--- src/rtl/svm_model_sender_if.sv ---
// Bundles the start/config inputs, the coefficient read port and the byte stream of svm_model_sender.
// The master modport is the sender's view; the slave modport is the host, memory and sink view.
interface svm_model_sender_if #(
    parameter int NUM_FEATURES_IN = 16
) ();
    localparam int CW = $clog2(NUM_FEATURES_IN);

    logic              start_in;
    logic [7:0]        num_supports_in;
    logic [31:0]       offset_in;
    logic [8+CW-1:0]   coef_addr_out;
    logic [15:0]       coef_data_in;
    logic [7:0]        byte_data_out;
    logic              byte_valid_out;
    logic              byte_ready_in;
    logic              busy_out;
    logic              done_out;
    logic              error_out;

    modport master (
        input  start_in, num_supports_in, offset_in, coef_data_in, byte_ready_in,
        output coef_addr_out, byte_data_out, byte_valid_out, busy_out, done_out, error_out
    );

    modport slave (
        output start_in, num_supports_in, offset_in, coef_data_in, byte_ready_in,
        input  coef_addr_out, byte_data_out, byte_valid_out, busy_out, done_out, error_out
    );
endinterface

--- src/rtl/svm_model_sender.sv ---
// Streams N, every coefficient except index 0 of each support vector, then the offset,
// as MSB-first bytes over a valid/ready interface, fetching coefficients from an external memory.
module svm_model_sender #(
    parameter int NUM_FEATURES_IN = 16,
    parameter int MEM_LATENCY     = 2
) (
    input  logic                  clk_in,
    input  logic                  rst_in,
    svm_model_sender_if.master    bus
);
    localparam int CW = $clog2(NUM_FEATURES_IN);
    localparam int LW = $clog2(MEM_LATENCY + 1);

    typedef enum logic [2:0] {
        IDLE, SEND_N, FETCH, SEND_HI, SEND_LO, SEND_OFF, DONE
    } state_t;

    state_t          state_q, state_d;
    logic [7:0]      n_q, n_d;
    logic [31:0]     off_q, off_d;
    logic [7:0]      vec_q, vec_d;
    logic [CW-1:0]   coef_idx_q, coef_idx_d;
    logic [15:0]     coef_q, coef_d;
    logic [LW-1:0]   wait_q, wait_d;
    logic [1:0]      byte_cnt_q, byte_cnt_d;
    logic            valid_q, valid_d;
    logic [7:0]      data_q, data_d;
    logic            error_q, error_d;

    function automatic logic [7:0] off_byte(input logic [31:0] off, input logic [1:0] idx);
        case (idx)
            2'd0:    off_byte = off[31:24];
            2'd1:    off_byte = off[23:16];
            2'd2:    off_byte = off[15:8];
            default: off_byte = off[7:0];
        endcase
    endfunction

    always_ff @(posedge clk_in) begin
        if (!rst_in) begin
            state_q    <= IDLE;
            n_q        <= '0;
            off_q      <= '0;
            vec_q      <= '0;
            coef_idx_q <= '0;
            coef_q     <= '0;
            wait_q     <= '0;
            byte_cnt_q <= '0;
            valid_q    <= 1'b0;
            data_q     <= '0;
            error_q    <= 1'b0;
        end else begin
            state_q    <= state_d;
            n_q        <= n_d;
            off_q      <= off_d;
            vec_q      <= vec_d;
            coef_idx_q <= coef_idx_d;
            coef_q     <= coef_d;
            wait_q     <= wait_d;
            byte_cnt_q <= byte_cnt_d;
            valid_q    <= valid_d;
            data_q     <= data_d;
            error_q    <= error_d;
        end
    end

    // Each SEND_* state first loads its byte (valid rises a cycle after entry),
    // then holds it until the sink accepts it.
    always_comb begin
        state_d    = state_q;
        n_d        = n_q;
        off_d      = off_q;
        vec_d      = vec_q;
        coef_idx_d = coef_idx_q;
        coef_d     = coef_q;
        wait_d     = wait_q;
        byte_cnt_d = byte_cnt_q;
        valid_d    = valid_q;
        data_d     = data_q;
        error_d    = 1'b0;

        case (state_q)
            IDLE: begin
                if (bus.start_in) begin
                    if (bus.num_supports_in == 8'd0) begin
                        error_d = 1'b1;
                    end else begin
                        n_d        = bus.num_supports_in;
                        off_d      = bus.offset_in;
                        vec_d      = 8'd0;
                        coef_idx_d = CW'(1);
                        state_d    = SEND_N;
                    end
                end
            end
            SEND_N: begin
                if (!valid_q) begin
                    valid_d = 1'b1;
                    data_d  = n_q;
                end else if (bus.byte_ready_in) begin
                    valid_d = 1'b0;
                    wait_d  = '0;
                    state_d = FETCH;
                end
            end
            FETCH: begin
                // Address has been stable since entry; data is good once the latency has elapsed.
                if (wait_q == LW'(MEM_LATENCY)) begin
                    coef_d  = bus.coef_data_in;
                    state_d = SEND_HI;
                end else begin
                    wait_d = wait_q + LW'(1);
                end
            end
            SEND_HI: begin
                if (!valid_q) begin
                    valid_d = 1'b1;
                    data_d  = coef_q[15:8];
                end else if (bus.byte_ready_in) begin
                    valid_d = 1'b0;
                    state_d = SEND_LO;
                end
            end
            SEND_LO: begin
                if (!valid_q) begin
                    valid_d = 1'b1;
                    data_d  = coef_q[7:0];
                end else if (bus.byte_ready_in) begin
                    valid_d = 1'b0;
                    wait_d  = '0;
                    if (coef_idx_q < CW'(NUM_FEATURES_IN - 1)) begin
                        coef_idx_d = coef_idx_q + CW'(1);
                        state_d    = FETCH;
                    end else if (vec_q != n_q - 8'd1) begin
                        vec_d      = vec_q + 8'd1;
                        coef_idx_d = CW'(1);
                        state_d    = FETCH;
                    end else begin
                        byte_cnt_d = 2'd0;
                        state_d    = SEND_OFF;
                    end
                end
            end
            SEND_OFF: begin
                if (!valid_q) begin
                    valid_d = 1'b1;
                    data_d  = off_byte(off_q, byte_cnt_q);
                end else if (bus.byte_ready_in) begin
                    if (byte_cnt_q == 2'd3) begin
                        valid_d = 1'b0;
                        state_d = DONE;
                    end else begin
                        byte_cnt_d = byte_cnt_q + 2'd1;
                        data_d     = off_byte(off_q, byte_cnt_q + 2'd1);
                    end
                end
            end
            DONE: begin
                state_d = IDLE;
            end
            default: begin
                state_d = IDLE;
            end
        endcase
    end

    assign bus.coef_addr_out  = {vec_q, coef_idx_q};
    assign bus.byte_data_out  = data_q;
    assign bus.byte_valid_out = valid_q;
    assign bus.busy_out       = (state_q != IDLE);
    assign bus.done_out       = (state_q == DONE);
    assign bus.error_out      = error_q;
endmodule

--- src/flat_wrapper.sv ---
// flat-port wrapper written by rule: the top's interface ports become plain ports
module svm_model_sender_flat 
#(
    parameter int NUM_FEATURES_IN = 16,
    parameter int MEM_LATENCY     = 2
)
  (clk_in, rst_in, bus_start_in, bus_num_supports_in, bus_offset_in, bus_coef_data_in, bus_byte_ready_in, bus_coef_addr_out, bus_byte_data_out, bus_byte_valid_out, bus_busy_out, bus_done_out, bus_error_out);
  svm_model_sender_if #(.NUM_FEATURES_IN(NUM_FEATURES_IN)) bus_i ();
  input  logic clk_in;
  input  logic rst_in;
  input wire logic [$bits(bus_i.start_in)-1:0] bus_start_in;
  input wire logic [$bits(bus_i.num_supports_in)-1:0] bus_num_supports_in;
  input wire logic [$bits(bus_i.offset_in)-1:0] bus_offset_in;
  input wire logic [$bits(bus_i.coef_data_in)-1:0] bus_coef_data_in;
  input wire logic [$bits(bus_i.byte_ready_in)-1:0] bus_byte_ready_in;
  output wire logic [$bits(bus_i.coef_addr_out)-1:0] bus_coef_addr_out;
  output wire logic [$bits(bus_i.byte_data_out)-1:0] bus_byte_data_out;
  output wire logic [$bits(bus_i.byte_valid_out)-1:0] bus_byte_valid_out;
  output wire logic [$bits(bus_i.busy_out)-1:0] bus_busy_out;
  output wire logic [$bits(bus_i.done_out)-1:0] bus_done_out;
  output wire logic [$bits(bus_i.error_out)-1:0] bus_error_out;
  assign bus_i.start_in = bus_start_in;
  assign bus_i.num_supports_in = bus_num_supports_in;
  assign bus_i.offset_in = bus_offset_in;
  assign bus_i.coef_data_in = bus_coef_data_in;
  assign bus_i.byte_ready_in = bus_byte_ready_in;
  assign bus_coef_addr_out = bus_i.coef_addr_out;
  assign bus_byte_data_out = bus_i.byte_data_out;
  assign bus_byte_valid_out = bus_i.byte_valid_out;
  assign bus_busy_out = bus_i.busy_out;
  assign bus_done_out = bus_i.done_out;
  assign bus_error_out = bus_i.error_out;
  svm_model_sender #(.NUM_FEATURES_IN(NUM_FEATURES_IN), .MEM_LATENCY(MEM_LATENCY)) u_core (.clk_in(clk_in), .rst_in(rst_in), .bus(bus_i));
endmodule
--- config.mk ---
export PLATFORM = sky130hd
export DESIGN_NAME = svm_model_sender_flat
export DESIGN_NICKNAME = d
export VERILOG_FILES = /design/src/rtl/svm_model_sender_if.sv /design/src/rtl/svm_model_sender.sv /design/src/flat_wrapper.sv
export SDC_FILE = /design/constraint.sdc
export NUM_CORES = 1
export LEC_CHECK = 0
export ABC_AREA = 1
export CORE_UTILIZATION = 53
export DETAILED_ROUTE_END_ITERATION = 8
export PLACE_DENSITY = 0.88
export SLEW_MARGIN = 20
export SYNTH_ARGS = -nofsm -noshare
export SYNTH_HDL_FRONTEND = slang
export SYNTH_SLANG_ARGS = --single-unit
--- constraint.sdc ---
create_clock -name clk_in -period 2.64 [get_ports clk_in]
set_clock_uncertainty 0.15 [all_clocks]
set_input_delay 0.528 -clock clk_in [delete_from_list [all_inputs] [get_ports clk_in]]
set_output_delay 0.528 -clock clk_in [all_outputs]
set_load 0.01 [all_outputs]
==> metrics.txt, run 1 <==
fraction of layout cells with a size suffix above 1=6.40%; HP Class=reg -> reg; Total GRT Usage=28.7%; gr ovfl total=0; antenna viol nets, final=0; Reg2Reg Capture Point=u_core.vec_q[3]$_SDFFE_PN0P_; antenna diode count=0; die height=94.7 um; I/O Buffers=83; CTS sink count=85; Max VDD drop=0.404 mV; Reg2Reg Setup Slack=0.33 ns; post-cts sizing count=0; Mapped Avg Cell Area=6.57 sq um; worst-path fanout max=8; R2R depth=10; met3 Resource Use GR=4.19%; CTS tree=built; Cell Pwr Density=763 mW/mm^2; Yosys top cell by area=dfxtp_1; outcome=finished clean; Setup crit start kind=register; most frequent cell after synthesis=nand2_1; Area growth, synth to finish=23.7%; grt met2 use=49.8%; pin count of the biggest net entering global routing=50; synthesized area=0.00455 sq mm; final setup TNS=0 ns; Worst Setup SP=u_core.state_q[0]$_SDFFE_PN0P_; antenna violations before repair=0; Slew @ Worst Pin=0.762 ns; effective utilization at floorplan=55.1%; Post-synth EDFFs=0; Final Hold Fails=0; commonest register cell after synthesis=dfxtp_1; Die X=94.7 um; Layout Nets=831; Max Cap Viol=0; WP data required=1.96 ns; Post-CTS Setup Bufs=0; detailed placement HPWL=9.21 mm; crit path DAT=1.82 ns; most instantiated cells after synthesis=150 x nand2_1, 121 x nor2_1, 85 x dfxtp_1; Yosys top cell area share=37.4%; vias in the first global route=4419; CTS Buf Count=9; Final Slew Violations=0; CP endpoint=bus_busy_out; wire per inst=14.2 um; synth top area cells=dfxtp_1 37%, nand2_1 12%, nor2_1 10%, a21oi_1 7.4%, o21ai_0 6.4%; Syn Nets=763; Seq cells post-synth=85; Most Used Layer, Global Route=met2; R2R Path Start=u_core.coef_idx_q[0]$_SDFFE_PN0P_; DRC viols=0; Final min period=2.50 ns; Seq/Total Area, Yosys=37.4%; number of distinct library cells after synthesis=36; final period utilization=94.5%; ys async rst share=0%; Final GP Congestion=0.942; drt pass-1 iters=5; # IOs=84; FP Rows=33; Post-Synthesis Cells=693; maximum root-to-sink buffer count=2; Root Driver=clkbuf_8; Hold Startpoint=u_core.coef_q[7]$_SDFFE_PN0P_; CP endpoint kind=output pin; yosys warns=0; P_leak=2.25 nW; WS Path Type=reg -> out; routed via count=4881; final setup vio count=0; 1st-iter DRT viols=415; met1 Use GR=35.3%; clock slew at reported path FFs=0.09 ns; Max Clk Rate=401 MHz; WL final=12.4 mm; Hold Slack=0.313 ns; CTS H-tree lvls=3; core area=0.00826 sq mm; die area=0.00897 sq mm; # hold bufs at CTS=0; global-route wire length before repair=20.2 mm; worst-skew pair later-pin latency=0.36 ns; vias per inst=5.60; RSZ-0062 raised after global routing=no; max_slew headroom=49.0%
-- metrics by stage --
stage	cell area [sq um]	util, %	std cells	setup slack, ns	power (W)
3_3_place_gp	5440	65.9	855	0.259	0.00332
5_1_grt	5630	68.2	871	0.0645	0.00459
6_report	5630	68.2	871	0.144	0.00430
4_1_cts	5630	68.2	871	0.164	0.00428
2_1_floorplan	4550	-	693	0.673	0.00289
3_5_place_dp	5440	65.9	855	0.210	0.00340
-- flip-flops by register name, indices dropped and copies added, names as in the netlist --
name,flops
u_core.bus.byte_data_out,8
u_core.bus.byte_valid_out,1
u_core.bus.error_out,1
u_core.byte_cnt_q,2
u_core.coef_idx_q,4
u_core.coef_q,16
u_core.n_q,8
u_core.off_q,32
u_core.state_q,3
u_core.vec_q,8
u_core.wait_q,2
-- layout by cell type, fill, tap and decap left out, types with 10 or more instances in the layout --
cell             synthesis  routed
nand2_1                150     150
nor2_1                 121     121
dfxtp_1                 85      85
clkdlybuf4s50_1          0      83
a21oi_1                 67      67
o21ai_0                 58      58
inv_1                   48      48
nand3_1                 44      44
o21ai_1                 13      13
clkbuf_8                 0      11
ha_1                    10      10
-- logic make-up after synthesis --
family | Yosys count | synth area share, %
AOI/OAI and AO/OA | 159 | 19.1
xor gates and xnor gates | 8 | 1.54
adders and majority gates | 10 | 2.75
buffers and inverters | 92 | 7.83
DFF | 85 | 37.4
and+or+nand+nor | 339 | 31.4
-- area by class of cell --
type                       count  area (sq um)
clock inverter                 5          41.3
multi-input combinational    516          2490
inverter                      57           214
sequential                    85          1700
tap                          105           131
clock buffer                  11           151
timing repair buffer          92           898
fill                         688          2630
-- report_power, final --
part	internal, W	total (W)	switching, W	leakage, nW
Sequential	0.00153	0.00179	0.000261	0.696
Clock	0.000402	0.000892	0.000490	0.0926
Combinational	0.000640	0.00162	0.000979	1.46
Total	0.00257	0.00430	0.00173	2.25
-- worst min path at each step --
stage | cells past startpoint | slack (ns) | to
final | 2 | 0.31 | u_core.coef_q[7]$_SDFFE_PN0P_
after global routing | 2 | 0.32 | u_core.coef_q[7]$_SDFFE_PN0P_
after CTS | 2 | 0.31 | u_core.coef_q[7]$_SDFFE_PN0P_
after detailed placement | 2 | 0.30 | u_core.coef_q[7]$_SDFFE_PN0P_
after global placement | 2 | 0.29 | u_core.coef_q[7]$_SDFFE_PN0P_
after floorplan | 2 | 0.27 | u_core.coef_q[7]$_SDFFE_PN0P_
-- worst max-delay path: stages, from the launching register on --
cell             delay, ns
dfxtp_1               0.59
nor2_1                0.11
nand2_1               0.19
clkdlybuf4s50_1       0.57
-- routing by layer --
| layer | wire length [um] | up-vias |
|---|---|---|
| met5 | 0 | - |
| met2 | 6100 | 210 |
| met1 | 5130 | 2233 |
| met3 | 756 | 36 |
| met4 | 362 | 0 |
| li1 | - | 2402 |
No activity file was read; power rests on OpenSTA's default activity.
==> run 2, diff against run 1 <==
--- a/config.mk
+++ b/config.mk
@@ -6,6 +6,7 @@
 export NUM_CORES = 1
 export LEC_CHECK = 0
 export ABC_AREA = 1
+export CORE_ASPECT_RATIO = 0.8
 export CORE_UTILIZATION = 53
 export DETAILED_ROUTE_END_ITERATION = 8
 export PLACE_DENSITY = 0.88
==> run 2 against run 1 <==
Non-clock buffer count down 1. Sequential cell count did not move. Cell count rose by 0.23%. Cell area up 0.47%. First-iteration DRC count down 5.3%. Clock-buffer cell count up 1. Largest power group unchanged. Highest routed layer unchanged.
==> metrics.txt, run 2 (same netlist as run 1, synthesis figures left out) <==
outcome=finished clean; core area=0.00813 sq mm; die height=84.9 um; Final GP Congestion=0.976; Max Cap Viol=0; WL final=12.9 mm; RSZ-0062 raised after global routing=no; top flop regs=u_core.off_q (32), u_core.coef_q (16); fin worst setup slack=0.176 ns; antenna violations before repair=0; R2R depth=12; Root Driver=clkbuf_8; CTS tree=built; DRC viols=0; Hold Slack=0.316 ns; Post-CTS Setup Bufs=0; # IOs=84; maximum root-to-sink buffer count=2; CTS Buf Count=9; antenna viol nets, final=0; Hold Startpoint=u_core.bus.byte_data_out[4]$_SDFFE_PN0P_; vias in the first global route=4403; max_slew headroom=51.2%; Total GRT Usage=29.5%; Worst Setup SP=u_core.state_q[0]$_SDFFE_PN0P_; crit path DAT=1.79 ns; commonest non-fill, non-tap cell in the layout=nand2_1; fraction of layout cells with a size suffix above 1=6.14%; I/O Buffers=83; Layout Nets=830; Post-Place Worst Slack=0.200 ns; Area growth, synth to finish=24.3%; vias per inst=5.57; global-route wire length before repair=21.1 mm; detailed placement HPWL=9.69 mm; final period utilization=93.3%; Hold Path Depth=2; max reg flops=32; post-cts sizing count=0; Final Slew Violations=0; commonest cells after routing, fill and taps aside=150 x nand2_1, 121 x nor2_1, 85 x dfxtp_1, 83 x clkdlybuf4s50_1, 67 x a21oi_1; CP endpoint kind=output pin; WP data required=1.96 ns; Cell Pwr Density=783 mW/mm^2; WS Path Type=reg -> out; total power=0.00443 W; worst-skew pair later-pin latency=0.36 ns; wire per inst=14.8 um; CTS sink count=85; R2R Path Start=u_core.n_q[0]$_SDFFE_PN0P_; P_leak=2.26 nW; FP Rows=29; Die X=106 um; # hold bufs at CTS=0; Most flops, register=u_core.off_q; antenna diode count=0; Final min period=2.46 ns; final setup vio count=0; Setup crit start kind=register; CTS H-tree lvls=3; Final Hold Fails=0; effective utilization at floorplan=56.0%; Slew @ Worst Pin=0.729 ns; clock slew at reported path FFs=0.09 ns; final setup TNS=0 ns; worst-path fanout max=8; gr ovfl total=0; drt pass-1 iters=7; pin count of the biggest net entering global routing=47; Fillers=702; Max Clk Rate=406 MHz; 1st-iter DRT viols=393; routed via count=4866; Max VDD drop=0.483 mV; HP Class=reg -> reg; die area=0.00897 sq mm
## run 2: cell types whose count changed in the layout (fill, tap and decap cells not counted), sizes merged
cell and delta:
buf -1, inv -1, bufinv +1, clkinvlp -1, clkbuf +1
## run 2: cell type report
cell class	count	area, sq um	area share, %
clock buffer	12	155	2.74
clock inverter	4	55.1	0.973
timing repair buffer	91	903	16.0
inverter	57	214	3.78
sequential	85	1700	30.1
multi-input combinational	516	2490	44.1
tap	108	135	2.39
## run 2: report_power, final
part | leakage, nW | switching, W | internal (W) | total [W]
Sequential | 0.696 | 0.000274 | 0.00153 | 0.00180
Combinational | 1.46 | 0.00100 | 0.000654 | 0.00165
Clock | 0.103 | 0.000482 | 0.000495 | 0.000976
## run 2: metrics by stage
stage	area [sq um]	std cells	util [%]
final	5660	873	69.6
after global routing	5660	873	69.6
after global placement	5450	857	67.0
after floorplan	4550	693	-
after CTS	5660	873	69.6
after detailed placement	5450	857	67.0
## run 2: critical path, cell delays in order, from the launching register on
cell	delay (ns)
dfxtp_1	0.58
nor2_1	0.10
nand2_1	0.17
clkdlybuf4s50_1	0.57
## run 2: metal layers
metal | share of wire (%) | global-route usage (%) | vias to the layer above
li1 | - | - | 2407
met1 | 46 | 42.9 | 2209
met2 | 42 | 44.9 | 231
met3 | 10 | 6.53 | 19
met4 | 1.0 | 6.06 | 0
met5 | 0 | 0 | -
## run 2: worst paths after layout
check / slack [ns] / to
setup / recovery: 0.18 / bus_busy_out
hold / removal: 0.32 / u_core.bus.byte_data_out[4]$_SDFFE_PN0P_
setup reg to reg: 0.37 / u_core.coef_idx_q[1]$_SDFFE_PN0P_
hold reg to reg: 0.32 / u_core.bus.byte_data_out[4]$_SDFFE_PN0P_
